$ cat config.mk
export PLATFORM = sky130hd
export DESIGN_NAME = hart_sched_flat
export DESIGN_NICKNAME = d
export VERILOG_FILES = /design/src/rtl/hart_sched_pkg.sv /design/src/rtl/hart_sched_if.sv /design/src/rtl/hart_sched_rr_arb.sv /design/src/rtl/hart_sched.sv /design/src/flat_wrapper.sv
export SDC_FILE = /design/constraint.sdc
export NUM_CORES = 1
export LEC_CHECK = 0
export CAP_MARGIN = 20
export CORE_UTILIZATION = 36
export CTS_CLUSTER_SIZE = 28
export DETAILED_ROUTE_END_ITERATION = 8
export PLACE_DENSITY_LB_ADDON = 0.3
export RECOVER_POWER = 100
export SLEW_MARGIN = 10
export SYNTH_ARGS = -nofsm -noshare
export SYNTH_HDL_FRONTEND = slang
export SYNTH_SLANG_ARGS = --single-unit
$ cat constraint.sdc
create_clock -name clk_i -period 2.3 [get_ports clk_i]
set_input_delay 0.23 -clock clk_i [delete_from_list [all_inputs] [get_ports clk_i]]
set_output_delay 0.23 -clock clk_i [all_outputs]
set_load 0.01 [all_outputs]
$ cat src/rtl/hart_sched_pkg.sv
// hart_sched_pkg: hart state encodings and scheduler sizing shared by the hart scheduler slice.
package hart_sched_pkg;
   localparam int HART_NUM  = 4;
   localparam int HART_ID_W = 2;
   localparam int PC_W      = 32;
   localparam logic [1:0] HART_IDLE   = 2'b00;
   localparam logic [1:0] HART_ACTIVE = 2'b01;
   localparam logic [1:0] HART_PEND   = 2'b10;
   // 2'b11 is illegal and treated as IDLE everywhere
   function automatic logic hart_live(input logic [1:0] s);
      return (s == HART_ACTIVE) || (s == HART_PEND);
   endfunction
endpackage

$ cat src/rtl/hart_sched_if.sv
// hart_sched_if: request inputs from ID/EX/MEM and fetch-side outputs of the hart scheduler.
interface hart_sched_if;
   import hart_sched_pkg::*;
   logic                 stall;
   logic                 hs_req;
   logic [HART_ID_W-1:0] hs_req_id;
   logic [PC_W-1:0]      hs_req_pc;
   logic                 hk_req;
   logic [HART_ID_W-1:0] hk_id;
   logic                 hp_set;
   logic [HART_ID_W-1:0] hp_set_id;
   logic                 hp_clr;
   logic [HART_ID_W-1:0] hp_clr_id;
   logic [HART_ID_W-1:0] hart_id;
   logic                 issue_en;
   logic                 hstart;
   logic [HART_ID_W-1:0] hs_id;
   logic [PC_W-1:0]      hs_pc;
   logic                 hidle;
   logic [HART_NUM-1:0]  hact_vec;
   modport master (
      output stall, hs_req, hs_req_id, hs_req_pc, hk_req, hk_id, hp_set, hp_set_id, hp_clr, hp_clr_id,
      input  hart_id, issue_en, hstart, hs_id, hs_pc, hidle, hact_vec
   );
   modport slave (
      input  stall, hs_req, hs_req_id, hs_req_pc, hk_req, hk_id, hp_set, hp_set_id, hp_clr, hp_clr_id,
      output hart_id, issue_en, hstart, hs_id, hs_pc, hidle, hact_vec
   );
endinterface

$ cat src/rtl/hart_sched_rr_arb.sv
// hart_sched_rr_arb: round-robin picker; first requester after last_i, wrapping, last_i itself checked last.
module hart_sched_rr_arb
   import hart_sched_pkg::*;
(
   input  logic [HART_NUM-1:0]  req_i,
   input  logic [HART_ID_W-1:0] last_i,
   output logic [HART_ID_W-1:0] grant_o,
   output logic                 valid_o
);
   logic [HART_ID_W-1:0] idx;
   // scan farthest-first so the nearest requester is the final assignment
   always_comb begin
      grant_o = last_i;
      valid_o = 1'b0;
      idx = last_i;
      for (int k = HART_NUM; k >= 1; k--) begin
         idx = last_i + HART_ID_W'(k);
         if (req_i[idx]) begin
            grant_o = idx;
            valid_o = 1'b1;
         end
      end
   end
endmodule

$ cat src/rtl/hart_sched.sv
// hart_sched: per-hart IDLE/ACTIVE/PEND tracking and round-robin fetch hart selection.
module hart_sched
   import hart_sched_pkg::*;
(
   input  logic         clk_i,
   input  logic         rst_i,
   hart_sched_if.slave  bus
);
   logic [1:0]           state_q [HART_NUM];
   logic [1:0]           state_d [HART_NUM];
   logic [HART_ID_W-1:0] hart_id_q, hart_id_d, grant;
   logic [HART_NUM-1:0]  act;
   logic                 valid;
   always_comb begin
      for (int i = 0; i < HART_NUM; i++) begin
         act[i] = state_q[i] == HART_ACTIVE;
      end
   end
   // at most one of pend_set/pend_clr/start can apply to a given state, so only kill needs ordering
   always_comb begin
      for (int i = 0; i < HART_NUM; i++) begin
         state_d[i] =
            (bus.hk_req && bus.hk_id == HART_ID_W'(i)) ? HART_IDLE :
            (bus.hp_set && bus.hp_set_id == HART_ID_W'(i) && state_q[i] == HART_ACTIVE) ? HART_PEND :
            (bus.hp_clr && bus.hp_clr_id == HART_ID_W'(i) && state_q[i] == HART_PEND) ? HART_ACTIVE :
            (bus.hs_req && bus.hs_req_id == HART_ID_W'(i) && !hart_live(state_q[i]) &&
             bus.hs_req_id != hart_id_q) ? HART_ACTIVE :
            hart_live(state_q[i]) ? state_q[i] : HART_IDLE;
      end
   end
   hart_sched_rr_arb u_arb (
      .req_i   (act),
      .last_i  (hart_id_q),
      .grant_o (grant),
      .valid_o (valid)
   );
   assign hart_id_d = (!bus.stall && valid) ? grant : hart_id_q;
   always_ff @(posedge clk_i or posedge rst_i) begin
      if (rst_i) begin
         for (int i = 0; i < HART_NUM; i++) begin
            state_q[i] <= (i == 0) ? HART_ACTIVE : HART_IDLE;
         end
         hart_id_q <= '0;
      end else begin
         for (int i = 0; i < HART_NUM; i++) begin
            state_q[i] <= state_d[i];
         end
         hart_id_q <= hart_id_d;
      end
   end
   assign bus.hart_id  = hart_id_q;
   assign bus.issue_en = act[hart_id_q];
   assign bus.hact_vec = act;
   assign bus.hstart   = bus.hs_req;
   assign bus.hs_id    = bus.hs_req_id;
   assign bus.hs_pc    = bus.hs_req_pc;
   assign bus.hidle    = !hart_live(state_q[bus.hs_req_id]);
endmodule
$ cat src/flat_wrapper.sv
// flat-port wrapper written by rule: the top's interface ports become plain ports
module hart_sched_flat import hart_sched_pkg::*;
  (clk_i, rst_i, bus_stall, bus_hs_req, bus_hs_req_id, bus_hs_req_pc, bus_hk_req, bus_hk_id, bus_hp_set, bus_hp_set_id, bus_hp_clr, bus_hp_clr_id, bus_hart_id, bus_issue_en, bus_hstart, bus_hs_id, bus_hs_pc, bus_hidle, bus_hact_vec);
  hart_sched_if bus_i ();
  input  logic clk_i;
  input  logic rst_i;
  input wire logic [$bits(bus_i.stall)-1:0] bus_stall;
  input wire logic [$bits(bus_i.hs_req)-1:0] bus_hs_req;
  input wire logic [$bits(bus_i.hs_req_id)-1:0] bus_hs_req_id;
  input wire logic [$bits(bus_i.hs_req_pc)-1:0] bus_hs_req_pc;
  input wire logic [$bits(bus_i.hk_req)-1:0] bus_hk_req;
  input wire logic [$bits(bus_i.hk_id)-1:0] bus_hk_id;
  input wire logic [$bits(bus_i.hp_set)-1:0] bus_hp_set;
  input wire logic [$bits(bus_i.hp_set_id)-1:0] bus_hp_set_id;
  input wire logic [$bits(bus_i.hp_clr)-1:0] bus_hp_clr;
  input wire logic [$bits(bus_i.hp_clr_id)-1:0] bus_hp_clr_id;
  output wire logic [$bits(bus_i.hart_id)-1:0] bus_hart_id;
  output wire logic [$bits(bus_i.issue_en)-1:0] bus_issue_en;
  output wire logic [$bits(bus_i.hstart)-1:0] bus_hstart;
  output wire logic [$bits(bus_i.hs_id)-1:0] bus_hs_id;
  output wire logic [$bits(bus_i.hs_pc)-1:0] bus_hs_pc;
  output wire logic [$bits(bus_i.hidle)-1:0] bus_hidle;
  output wire logic [$bits(bus_i.hact_vec)-1:0] bus_hact_vec;
  assign bus_i.stall = bus_stall;
  assign bus_i.hs_req = bus_hs_req;
  assign bus_i.hs_req_id = bus_hs_req_id;
  assign bus_i.hs_req_pc = bus_hs_req_pc;
  assign bus_i.hk_req = bus_hk_req;
  assign bus_i.hk_id = bus_hk_id;
  assign bus_i.hp_set = bus_hp_set;
  assign bus_i.hp_set_id = bus_hp_set_id;
  assign bus_i.hp_clr = bus_hp_clr;
  assign bus_i.hp_clr_id = bus_hp_clr_id;
  assign bus_hart_id = bus_i.hart_id;
  assign bus_issue_en = bus_i.issue_en;
  assign bus_hstart = bus_i.hstart;
  assign bus_hs_id = bus_i.hs_id;
  assign bus_hs_pc = bus_i.hs_pc;
  assign bus_hidle = bus_i.hidle;
  assign bus_hact_vec = bus_i.hact_vec;
  hart_sched u_core (.clk_i(clk_i), .rst_i(rst_i), .bus(bus_i));
endmodule
* Word-level counts from Yosys, hierarchy flattened
Index checks and enable logic that the tools add are counted. W data, S select, Z words.
Storage, ports and cells: flip-flop bits (word level) 10, input port bits 47, output and inout port bits 43, word-level logic and storage cells 129
Cells by class: add/sub/neg operators 3, magnitude comparators 5, equality and inequality tests 27, mux-type cells 38, bitwise operators 1, reduce and logical (&&, ||, !) cells 50
Operators with widths (count):
- $mux W2 | 25
- $logic_and A1 B1 Y1 | 33
- $eq A2 B2 Y1 const B | 13
- $ne A5 B2 Y1 const B | 4
- $eq A2 B1 Y1 const B | 9
- $lt A2 B3 Y1 const B | 4
- $bmux W1 S2 | 4
- $logic_not A2 Y1 | 4
- $mux W1 | 8
- $logic_not A1 Y1 | 6
- $logic_or A1 B1 Y1 | 5
- $add A2 B2 Y2 const B | 2
- $bmux W2 S2 | 1
- $ge A3 B3 Y1 const B | 1
- $not A2 Y3 | 1
- $reduce_bool A3 Y1 | 1
- $add A2 B1 Y2 const B | 1
- $ne A2 B2 Y1 | 1
- $reduce_and A2 Y1 | 1

* Longest topological paths before layout
Gate-level depths: netlist of the first run.
depth after elaboration 9, gate-level depth with buffers 6, depth with buffers taken out 6

* By module
A second synthesis of the first run with hierarchy kept.
Unflattened totals: cell total of the unflattened synthesis 125, area, all modules 1131.1 sq um
By module, submodules not included:
- hart_sched | instances 1, cells each 111, area each 1048.5 sq um, sequential area each 251.5 sq um
- hart_sched_rr_arb | instances 1, cells each 14, area each 82.6 sq um, sequential area each 0.0 sq um

* Worst setup path before layout of the first run
No wires, ideal clock.
path kind reg2reg, start point register u_core.state_q[6] in the netlist's numbering, end point register u_core.hart_id_q[1] (netlist: u_core.bus.hart_id[1]), setup time 0.125 ns, data arrival time 1.483 ns, required time 2.175 ns, path slack 0.692 ns, stages on the path, launching flop included 6, buffers on the path 0, period minus slack after synthesis 1.608 ns, cells stage by stage dfstp_2 > ha_1 > nand2_1 > a31oi_1 > nand2_1 > mux2_4
Between the ends: word-level cells in the longest chain between the ends 9, elaborated cells on any way between the ends 18, classes of those cells eq/ne (1); mux (14); reduce/logical (3)
Ends and longest elaborated chain:
- start: declaration | RTL line hart_sched.sv:9 | logic [1:0] state_q [HART_NUM];
- start signal: indexed assignment | RTL line hart_sched.sv:41 | state_q[i] <= (i == 0) ? HART_ACTIVE : HART_IDLE;
- start signal: indexed assignment | RTL line hart_sched.sv:46 | state_q[i] <= state_d[i];
- $eq A2 B1 Y1 * | RTL line hart_sched.sv:16 | act[i] = state_q[i] == HART_ACTIVE;
- named net bus_hact_vec[0] | RTL line flat_wrapper.sv:23 | output wire logic [$bits(bus_i.hact_vec)-1:0] bus_hact_vec;
- $bmux W1 S2 | RTL line hart_sched_rr_arb.sv:18 | if (req_i[idx]) begin
- $mux W1 (implied by the code) | RTL line hart_sched_rr_arb.sv:18
- $mux W1 (4 in a row) | RTL line hart_sched_rr_arb.sv:18
- $logic_and A1 B1 Y1 | RTL line hart_sched.sv:37 | assign hart_id_d = (!bus.stall && valid) ? grant : hart_id_q;
- $reduce_and A2 Y1 (no line)
- end signal: assignment | RTL line hart_sched.sv:48 | hart_id_q <= hart_id_d;
- end: declaration | RTL line hart_sched.sv:11 | logic [HART_ID_W-1:0] hart_id_q, hart_id_d, grant;
The timed path passes the listed nets; every way through them passes the cells marked *. The select of a mux whose other input is x is not followed. A chain may end at the register's enable or synchronous reset.

* Worst setup path after layout of the first run
start point register u_core.hart_id_q[0] (netlist: u_core.bus.hart_id[0]), end point output bus_issue_en
Between the ends: word-level cells in the longest chain between the ends 2
Ends and longest elaborated chain:
- $bmux W1 S2 | RTL line hart_sched.sv:52 | assign bus.issue_en = act[hart_id_q];
- $mux W1 (implied by the code) | RTL line hart_sched.sv:52
- end: declaration | RTL line flat_wrapper.sv:18 | output wire logic [$bits(bus_i.issue_en)-1:0] bus_issue_en;
Every way passes these cells. The select of a mux whose other input is x is not followed.

==> results.json, run 1 <==
{
  "gp_congestion": 0.766,
  "period_needed_ps": 2180,
  "clkTransAtPathRegs_ps": 70,
  "slowest_stage": "dfrtp_1",
  "dieArea_um2": 3460,
  "mappedNetlistArea_um2": 1160,
  "tightest_slew_ps": 546,
  "nets": 183,
  "finalPower_uw": 971,
  "drt_wl_total_um": 2450,
  "ys_ff_latch": 10,
  "synth_top_family_by_area": "buffers and inverters",
  "cts_root_buf": "clkbuf_4",
  "wl_met2_um": 1080,
  "crit_buf_inv": 1,
  "synth_fa_ha_area_frac": 0.0862,
  "multiInputGateArea_um2": 577,
  "port_buffers": 25,
  "syn_avg_cell_area_um2": 8.86,
  "stdcell_area_um2": 1250,
  "gr-usage-all-layers": 0.151,
  "clk_path_buf_depth": 2,
  "status": "complete, no violations",
  "layout-drive-gt1-share": 0.126,
  "dr.pass1.iters": 4,
  "hold_class": "primary input to asynchronous set/reset pin",
  "synth_largest_area_cell": "buf_4",
  "synthMuxAreaShare": 0.0830,
  "synth_cell_types": 40,
  "io_pins": 90,
  "routedWlPerCell_um": 14.3,
  "crit_cells": 2,
  "yosysWarningCount": 0,
  "area.growth.synth_to_final_pct": 7.44,
  "detail-route-antenna-nets": 0,
  "die_w_um": 58.8,
  "synth_compound_gate_area_share": 0.163,
  "yosysSeqAreaShare": 0.217,
  "maxSlewHeadroom": 0.631,
  "drt-met1-wl_um": 1190,
  "setup_viol": 0,
  "critical_path.max_fanout": 12,
  "top_layer": "met4",
  "start_util": 0.380,
  "gr-total-overflow": 0,
  "drcViolationCount": 0,
  "ys_top_cells_by_area": "buf_4 23%, dfrtp_1 19%, ha_1 8.6%, inv_1 3.9%, mux4_2 3.9%",
  "cts_buffers": 3,
  "cts.htree.levels": 1,
  "critPathArrivalTime_ps": 1950,
  "leakage_uw": 0.000510,
  "dp_hpwl_um": 1930,
  "yosys.area_share.simple": 0.162,
  "mostFrequentLayoutCell": "clkdlybuf4s50_1",
  "cts_sinks": 10,
  "grt_max_degree": 17,
  "crit_chain": "mux4_1, clkdlybuf4s50_1",
  "ff2ff_path_depth": 5,
  "max_freq_ghz": 0.460,
  "hold_buffers": 0,
  "grt_pass1_vias": 820,
  "cp_slowest_stage_delay_ps": 590,
  "cts_tree": "built",
  "seq_area_um2": 251,
  "synth_nets": 186,
  "hold_viol": 0,
  "crit_required_ps": 2070,
  "chipHeight_um": 58.8,
  "worstSkewPairLatency_ps": 270,
  "layout_common_cells": "15 x clkdlybuf4s50_1, 12 x inv_1, 9 x dlygate4sd3_1, 9 x dfrtp_1",
  "antenna_found_initial": 0,
  "cp-start-kind": "flip-flop",
  "ir_drop_uv": 322,
  "placed_area_um2": 1210,
  "num_antenna_cells": 0,
  "grt_setup_unrepaired": "false",
  "synthCells": 131,
  "avgViaCountPerCell": 5.12,
  "grt_pass1_wl_um": 3900,
  "drv_slew": 0,
  "vias": 876,
  "fin_worst_skew_ps": 3.79,
  "nFillCells": 326,
  "first_iter_violations": 41,
  "path_class": "flip-flop to output port",
  "drv_cap": 0,
  "yosys.area.top_type_share": 0.226,
  "crit_family": "flip-flops",
  "fin_setup_tns_ps": 0,
  "synth_xor_area_frac": 0.00754,
  "met3WireLength_um": 160,
  "powerDensity_nw_per_um2": 779,
  "fin_util": 0.409,
  "timing.final.crit_share": 0.946,
  "core_um2": 3050,
  "cp-end-kind": "output port",
  "fp-row-count": 20
}
[flip-flops by register name, summed over array words and instances, names as in the netlist]
name and flops:
u_core.state_q 8, u_core.bus.hart_id 2
[worst reg2reg max path: stages, from the launching register on]
cell     delay [ps]
dfstp_1         580
ha_1            290
nand2_1          80
a31oi_1         310
nand2_1         100
mux2_1          320
[per-stage QoR]
stage / setup WS (ps) / hold slack [ps] / instances
3_5_place_dp: -41.2 / 460 / 166
6_report: 124 / 387 / 171
2_1_floorplan: 692 / 69.5 / 131
3_3_place_gp: -14.6 / 460 / 166
5_1_grt: 26.6 / 429 / 171
4_1_cts: 34.5 / 269 / 170
[what timing repair did]
| item | 4_1_cts | 5_1_grt |
|---|---|---|
| setup buffers | 0 | 1 |
| setup endpoints to repair | 1 | 1 |
| resized for setup | 1 | 2 |
[layer usage]
layer	vias to the layer above	track usage
li1	423	-
met1	402	0.200
met2	46	0.235
met3	5	0.0418
met4	0	0.0544
met5	-	0
[cell usage after synthesis]
library cell	n
a2111oi_0	1
a211oi_2	1
a21boi_0	1
a21boi_1	1
a21oi_1	5
a31oi_1	2
a32oi_1	1
a41oi_1	1
buf_2	1
buf_4	35
buf_6	1
dfrtp_1	9
dfstp_2	1
ha_1	8
inv_1	12
inv_2	1
mux2_4	1
mux2i_1	1
mux4_1	1
mux4_2	2
nand2_1	5
nand2b_1	1
nand3_1	3
nand3b_1	5
nand4_1	3
nand4b_1	3
nor2_1	5
nor2_2	1
nor2b_1	2
nor3_1	1
nor3b_1	1
nor4b_2	1
o211a_1	2
o21ai_0	5
o21ai_1	2
o311ai_1	1
o31ai_1	1
o32a_1	1
o41ai_2	1
xnor2_1	1
[final timing paths]
kind	slack [ps]	start	endpoint
min	390	rst_i	u_core.state_q[1]
max in group asynchronous	1590	rst_i	u_core.state_q[6]
max reg2reg	520	u_core.state_q[6]	u_core.bus.hart_id[1]
max	120	u_core.bus.hart_id[0]	bus_issue_en
min reg2reg	600	u_core.state_q[5]	u_core.state_q[5]
min in group clk_i	460	bus_hs_req_pc[25]	bus_hs_pc[25]
[cell type report]
type,count,area share
Tap cell,44,0.0441
Clock buffer,4,0.0291
Inverter,13,0.0391
Multi-Input combinational cell,71,0.462
Sequential cell,10,0.202
Timing Repair Buffer,29,0.224
[kinds of logic (layout without fill, tap and decap cells)]
group | after synthesis | in the layout
buffers and inverters | 50 | 46
and+or+nand+nor | 31 | 31
AOI/OAI and AO/OA | 26 | 26
DFF | 10 | 10
adders and majority gates | 8 | 8
muxes | 5 | 5
xor gates and xnor gates | 1 | 1
[power breakdown]
group	internal (uW)	switching, uW	total (uW)
combinational	274	222	496
sequential	218	93.6	311
clock	96.3	67.6	164
Power figures use the tool's default switching activity.
==> inputs of run 2 (changes only) <==
--- a/config.mk
+++ b/config.mk
@@ -6,9 +6,10 @@
 export NUM_CORES = 1
 export LEC_CHECK = 0
 export CAP_MARGIN = 20
-export CORE_UTILIZATION = 36
+export CORE_UTILIZATION = 67
 export CTS_CLUSTER_SIZE = 28
 export DETAILED_ROUTE_END_ITERATION = 8
+export DONT_BUFFER_PORTS = 1
 export PLACE_DENSITY_LB_ADDON = 0.3
 export RECOVER_POWER = 100
 export SLEW_MARGIN = 10
==> run 2 against run 1 <==
Die area is 45% lower. Cell area down 26%. Clock-buffer cell count stayed put. Setup slack gained 290 ps. Via count decreased by 2.2%. Sequential power up 5%. Combinational power fell by 26%. Critical path depth rose by 1. The flow now finishes with violations (DRC). Clock skew shrank 3.1 ps. Sequential share of layout area rose by 6.9 points. Critical endpoint unchanged. First-iteration DRC count fell by 49%.
==> results.json, run 2 (synthesis results as in run 1) <==
{
  "chipHeight_um": 43.6,
  "gr-total-overflow": 0,
  "crit_start": "u_core.state_q[5]",
  "drcViolationCount": 8,
  "port_buffers": 0,
  "die_w_um": 43.6,
  "dieArea_um2": 1900,
  "cp-end-kind": "output port",
  "largest_reg_flops": 8,
  "area.growth.synth_to_final_pct": -20.0,
  "cts_tree": "built",
  "antenna_found_initial": 0,
  "dp_hpwl_um": 1750,
  "timing.final.crit_share": 0.820,
  "grt_pass1_wl_um": 3660,
  "min_path_cells": 2,
  "layout_common_cells": "12 x inv_1, 9 x dfrtp_1, 8 x ha_1",
  "core_um2": 1560,
  "setup_viol": 0,
  "stdcell_area_um2": 928,
  "nets": 155,
  "status": "complete, but fails checks",
  "critical_path.max_fanout": 9,
  "grt_max_degree": 17,
  "cp-start-kind": "flip-flop",
  "crit_required_ps": 2070,
  "holdPathEnd": "u_core.state_q[3]",
  "r2r-end": "u_core.state_q[7]",
  "mostFrequentLayoutCell": "inv_1",
  "worstSkewPairLatency_ps": 270,
  "worstReg2RegStart": "u_core.state_q[6]",
  "leakage_uw": 0.000385,
  "period_needed_ps": 1890,
  "vias": 857,
  "top_register": "u_core.state_q",
  "path_class": "flip-flop to output port",
  "grt_pass1_vias": 833,
  "powerDensity_nw_per_um2": 892,
  "drv_slew": 0,
  "first_iter_violations": 21,
  "hold_viol": 0,
  "ir_drop_uv": 667,
  "max_freq_ghz": 0.530,
  "avgViaCountPerCell": 7.45,
  "maxSlewHeadroom": 0.611,
  "io_pins": 90,
  "gr-usage-all-layers": 0.264,
  "ff2ff_path_depth": 5,
  "drv_cap": 0,
  "routedWlPerCell_um": 20.4,
  "clk_path_buf_depth": 2,
  "gp_congestion": 0.867,
  "grt_setup_unrepaired": "false",
  "critPathArrivalTime_ps": 1660,
  "dr.pass1.iters": 6,
  "layout-drive-gt1-share": 0.0909,
  "fp-row-count": 14,
  "r2r_setup_slack_ps": 470,
  "detail-route-antenna-nets": 0,
  "nFillCells": 148,
  "cts_buffers": 3,
  "cts_sinks": 10,
  "clkTransAtPathRegs_ps": 70,
  "fin_worst_skew_ps": 0.657,
  "hold_class": "primary input to flip-flop",
  "placed_area_um2": 902,
  "num_antenna_cells": 0,
  "cts_setup_buffers": 0,
  "cts.htree.levels": 1,
  "tightest_slew_ps": 583,
  "fin_setup_tns_ps": 0,
  "cts_root_buf": "clkbuf_4",
  "violations": "DRC",
  "start_util": 0.745,
  "drt_wl_total_um": 2350,
  "min_from": "bus_hk_id[0]"
}
==> run 2: timing repair <==
item,CTS,global route
hold buffers,1,0
resized for setup,0,0
endpoints found under the setup margin,0,0
hold endpoints to repair,9,0
==> run 2: power by group <==
part	internal [uW]	total (uW)	switching [uW]
registers	217	325	108
clock network	67.1	136	69.0
logic	180	367	187
total	464	828	364
==> run 2: final cells by class <==
class,instances,area [um2],share of cell area
Multi-Input combinational cell,71,572,0.616
Tap cell,16,20.0,0.0216
Timing Repair Buffer,1,10.0,0.0108
Sequential cell,10,251,0.271
Inverter,13,48.8,0.0526
Clock buffer,4,26.3,0.0283
==> run 2: layer usage <==
metal | vias to the layer above | track usage | share of wire
li1 | 365 | - | -
met1 | 407 | 0.342 | 0.39
met2 | 62 | 0.400 | 0.45
met3 | 23 | 0.0583 | 0.11
met4 | 0 | 0.163 | 0.046
met5 | - | 0 | 0
==> run 2: stage by stage <==
step / hold WS [ps] / power (uW) / util / cells / worst slack, ps
global placement: 131 / 696 / 0.579 / 110 / 612
finish: 117 / 828 / 0.596 / 115 / 415
floorplan: 69.5 / 715 / - / 131 / 692
global route: 126 / 886 / 0.596 / 115 / 276
detailed placement: 137 / 705 / 0.579 / 110 / 578
CTS: 121 / 840 / 0.602 / 115 / 425
==> run 2: how the worst max path moves through the flow <==
stage,to,slack [ps],cells after the start
floorplan,u_core.bus.hart_id[1],690,5
global placement,u_core.bus.hart_id[1],610,5
detailed placement,u_core.bus.hart_id[1],580,5
CTS,bus_issue_en,430,3
global route,u_core.state_q[7],280,5
finish,bus_issue_en,410,3
==> run 2: worst max-delay path, stage by stage (launching register included) <==
cell     delay, ps
dfrtp_1        410
inv_1           60
ha_1           310
mux4_1         610
==> inputs of run 3 (changes only) <==
--- a/config.mk
+++ b/config.mk
@@ -6,7 +6,7 @@
 export NUM_CORES = 1
 export LEC_CHECK = 0
 export CAP_MARGIN = 20
-export CORE_UTILIZATION = 67
+export CORE_UTILIZATION = 56
 export CTS_CLUSTER_SIZE = 28
 export DETAILED_ROUTE_END_ITERATION = 8
 export DONT_BUFFER_PORTS = 1
==> constraint.sdc (replaced) <==
create_clock -name clk_i -period 1.7 [get_ports clk_i]
set_input_delay 0.17 -clock clk_i [delete_from_list [all_inputs] [get_ports clk_i]]
set_output_delay 0.17 -clock clk_i [all_outputs]
set_load 0.01 [all_outputs]
==> run 3 against run 2 <==
Setup slack got worse by 360 ps. The flow now finishes without violations. Die area up 19%. Sequential cell count unchanged. Clock power increased by 64%. Utilization is 5.3 points lower. Routed wire length grew 3.5%.
==> results.json, run 3 (synthesis results as in run 1) <==
{
  "cp-start-kind": "flip-flop",
  "crit_required_ps": 1530,
  "maxSlewHeadroom": 0.737,
  "chipHeight_um": 47.5,
  "critPathArrivalTime_ps": 1470,
  "gr-total-overflow": 0,
  "cts_sinks": 10,
  "largest_reg_flops": 8,
  "antenna_found_initial": 0,
  "start_util": 0.592,
  "max_freq_ghz": 0.608,
  "cts_tree": "built",
  "hold_class": "primary input to flip-flop",
  "setup_viol": 0,
  "cp-end-kind": "output port",
  "leakage_uw": 0.000440,
  "cts.htree.levels": 1,
  "layout_common_cells": "12 x inv_1, 9 x buf_4, 9 x dfrtp_1",
  "vias": 863,
  "detail-route-antenna-nets": 0,
  "critical_path.max_fanout": 4,
  "crit_buf_inv": 0,
  "first_iter_violations": 17,
  "nFillCells": 201,
  "top_register": "u_core.state_q",
  "fin_hold_ws_ps": 79.6,
  "tightest_slew_ps": 385,
  "routedWlPerCell_um": 17.6,
  "cts_buffers": 3,
  "drcViolationCount": 0,
  "area.growth.synth_to_final_pct": -8.30,
  "ir_drop_uv": 655,
  "drv_slew": 0,
  "timing.final.crit_share": 0.967,
  "r2r_setup_slack_ps": 120,
  "grt_max_degree": 13,
  "gr-usage-all-layers": 0.230,
  "layout-drive-gt1-share": 0.252,
  "core_um2": 1960,
  "path_class": "flip-flop to output port",
  "io_pins": 90,
  "slowest_stage": "mux4_2",
  "dp_hpwl_um": 1830,
  "cts_root_buf": "clkbuf_4",
  "grt_setup_unrepaired": "false",
  "drt_wl_total_um": 2430,
  "drv_cap": 0,
  "fp-row-count": 16,
  "nets": 167,
  "gp_congestion": 0.888,
  "die_w_um": 47.5,
  "status": "complete, no violations",
  "hold_viol": 0,
  "period_needed_ps": 1640,
  "grt_pass1_vias": 787,
  "port_buffers": 0,
  "powerDensity_nw_per_um2": 1230,
  "num_antenna_cells": 0,
  "finalPower_uw": 1310,
  "avgViaCountPerCell": 6.25,
  "mostFrequentLayoutCell": "inv_1",
  "fin_worst_skew_ps": 2.48,
  "fin_setup_tns_ps": 0,
  "crit_chain": "mux4_2, xnor2_2",
  "clk_path_buf_depth": 2,
  "dr.pass1.iters": 6,
  "worstSkewPairLatency_ps": 270,
  "grt_pass1_wl_um": 3530,
  "dieArea_um2": 2260,
  "cp_slowest_stage_delay_ps": 530,
  "crit_family": "multiplexers",
  "clkTransAtPathRegs_ps": 80
}
-- run 3: metal layers --
layer | part of all wire | routed length [um] | vias to the layer above | global-route usage
met5 | 0 | 0 | - | 0
met2 | 0.48 | 1170 | 53 | 0.353
met1 | 0.42 | 1020 | 413 | 0.279
met3 | 0.085 | 206 | 8 | 0.0943
met4 | 0.012 | 29 | 0 | 0.111
li1 | - | - | 389 | -
-- run 3: final cells by class --
cell class / instances / area, um2 / area share
well taps: 27 / 33.8 / 0.0317
clock buffers: 4 / 36.3 / 0.0341
repair buffers: 13 / 88.8 / 0.0834
inverters: 13 / 48.8 / 0.0458
multi-input cells: 71 / 606 / 0.569
flip-flops and latches: 10 / 251 / 0.236
-- run 3: per-stage QoR --
stage	worst slack (ps)	instances	utilization	instance area, um2
2_1_floorplan	92.4	131	-	1160
3_3_place_gp	148	130	0.501	983
3_5_place_dp	101	130	0.501	983
4_1_cts	7.09	136	0.529	1040
5_1_grt	8.53	138	0.543	1060
6_report	55.5	138	0.543	1060
-- run 3: worst paths after layout --
kind | from | depth (start not counted) | endpoint
worst max register to register | u_core.state_q[6] | 5 | u_core.bus.hart_id[1]
min in group asynchronous | rst_i | 2 | u_core.state_q[1]
worst max-delay path | u_core.state_q[2] | 2 | bus_hidle
max in group asynchronous | rst_i | 2 | u_core.state_q[6]
worst min-delay path | bus_hk_id[0] | 2 | u_core.state_q[3]
worst min register to register | u_core.state_q[5] | 2 | u_core.state_q[5]
-- run 3: repair_timing --
item | 4_1_cts | 5_1_grt
resized for setup | 3 | 4
hold buffers | 1 | 0
setup endpoints to repair | 1 | 4
buffers inserted | 1 | 2
hold endpoints to repair | 9 | 0
-- run 3: power by group --
part	internal [uW]	switching [uW]	total (uW)
Clock	130	93.3	223
Combinational	352	326	679
Sequential	298	112	410
Total	780	532	1310
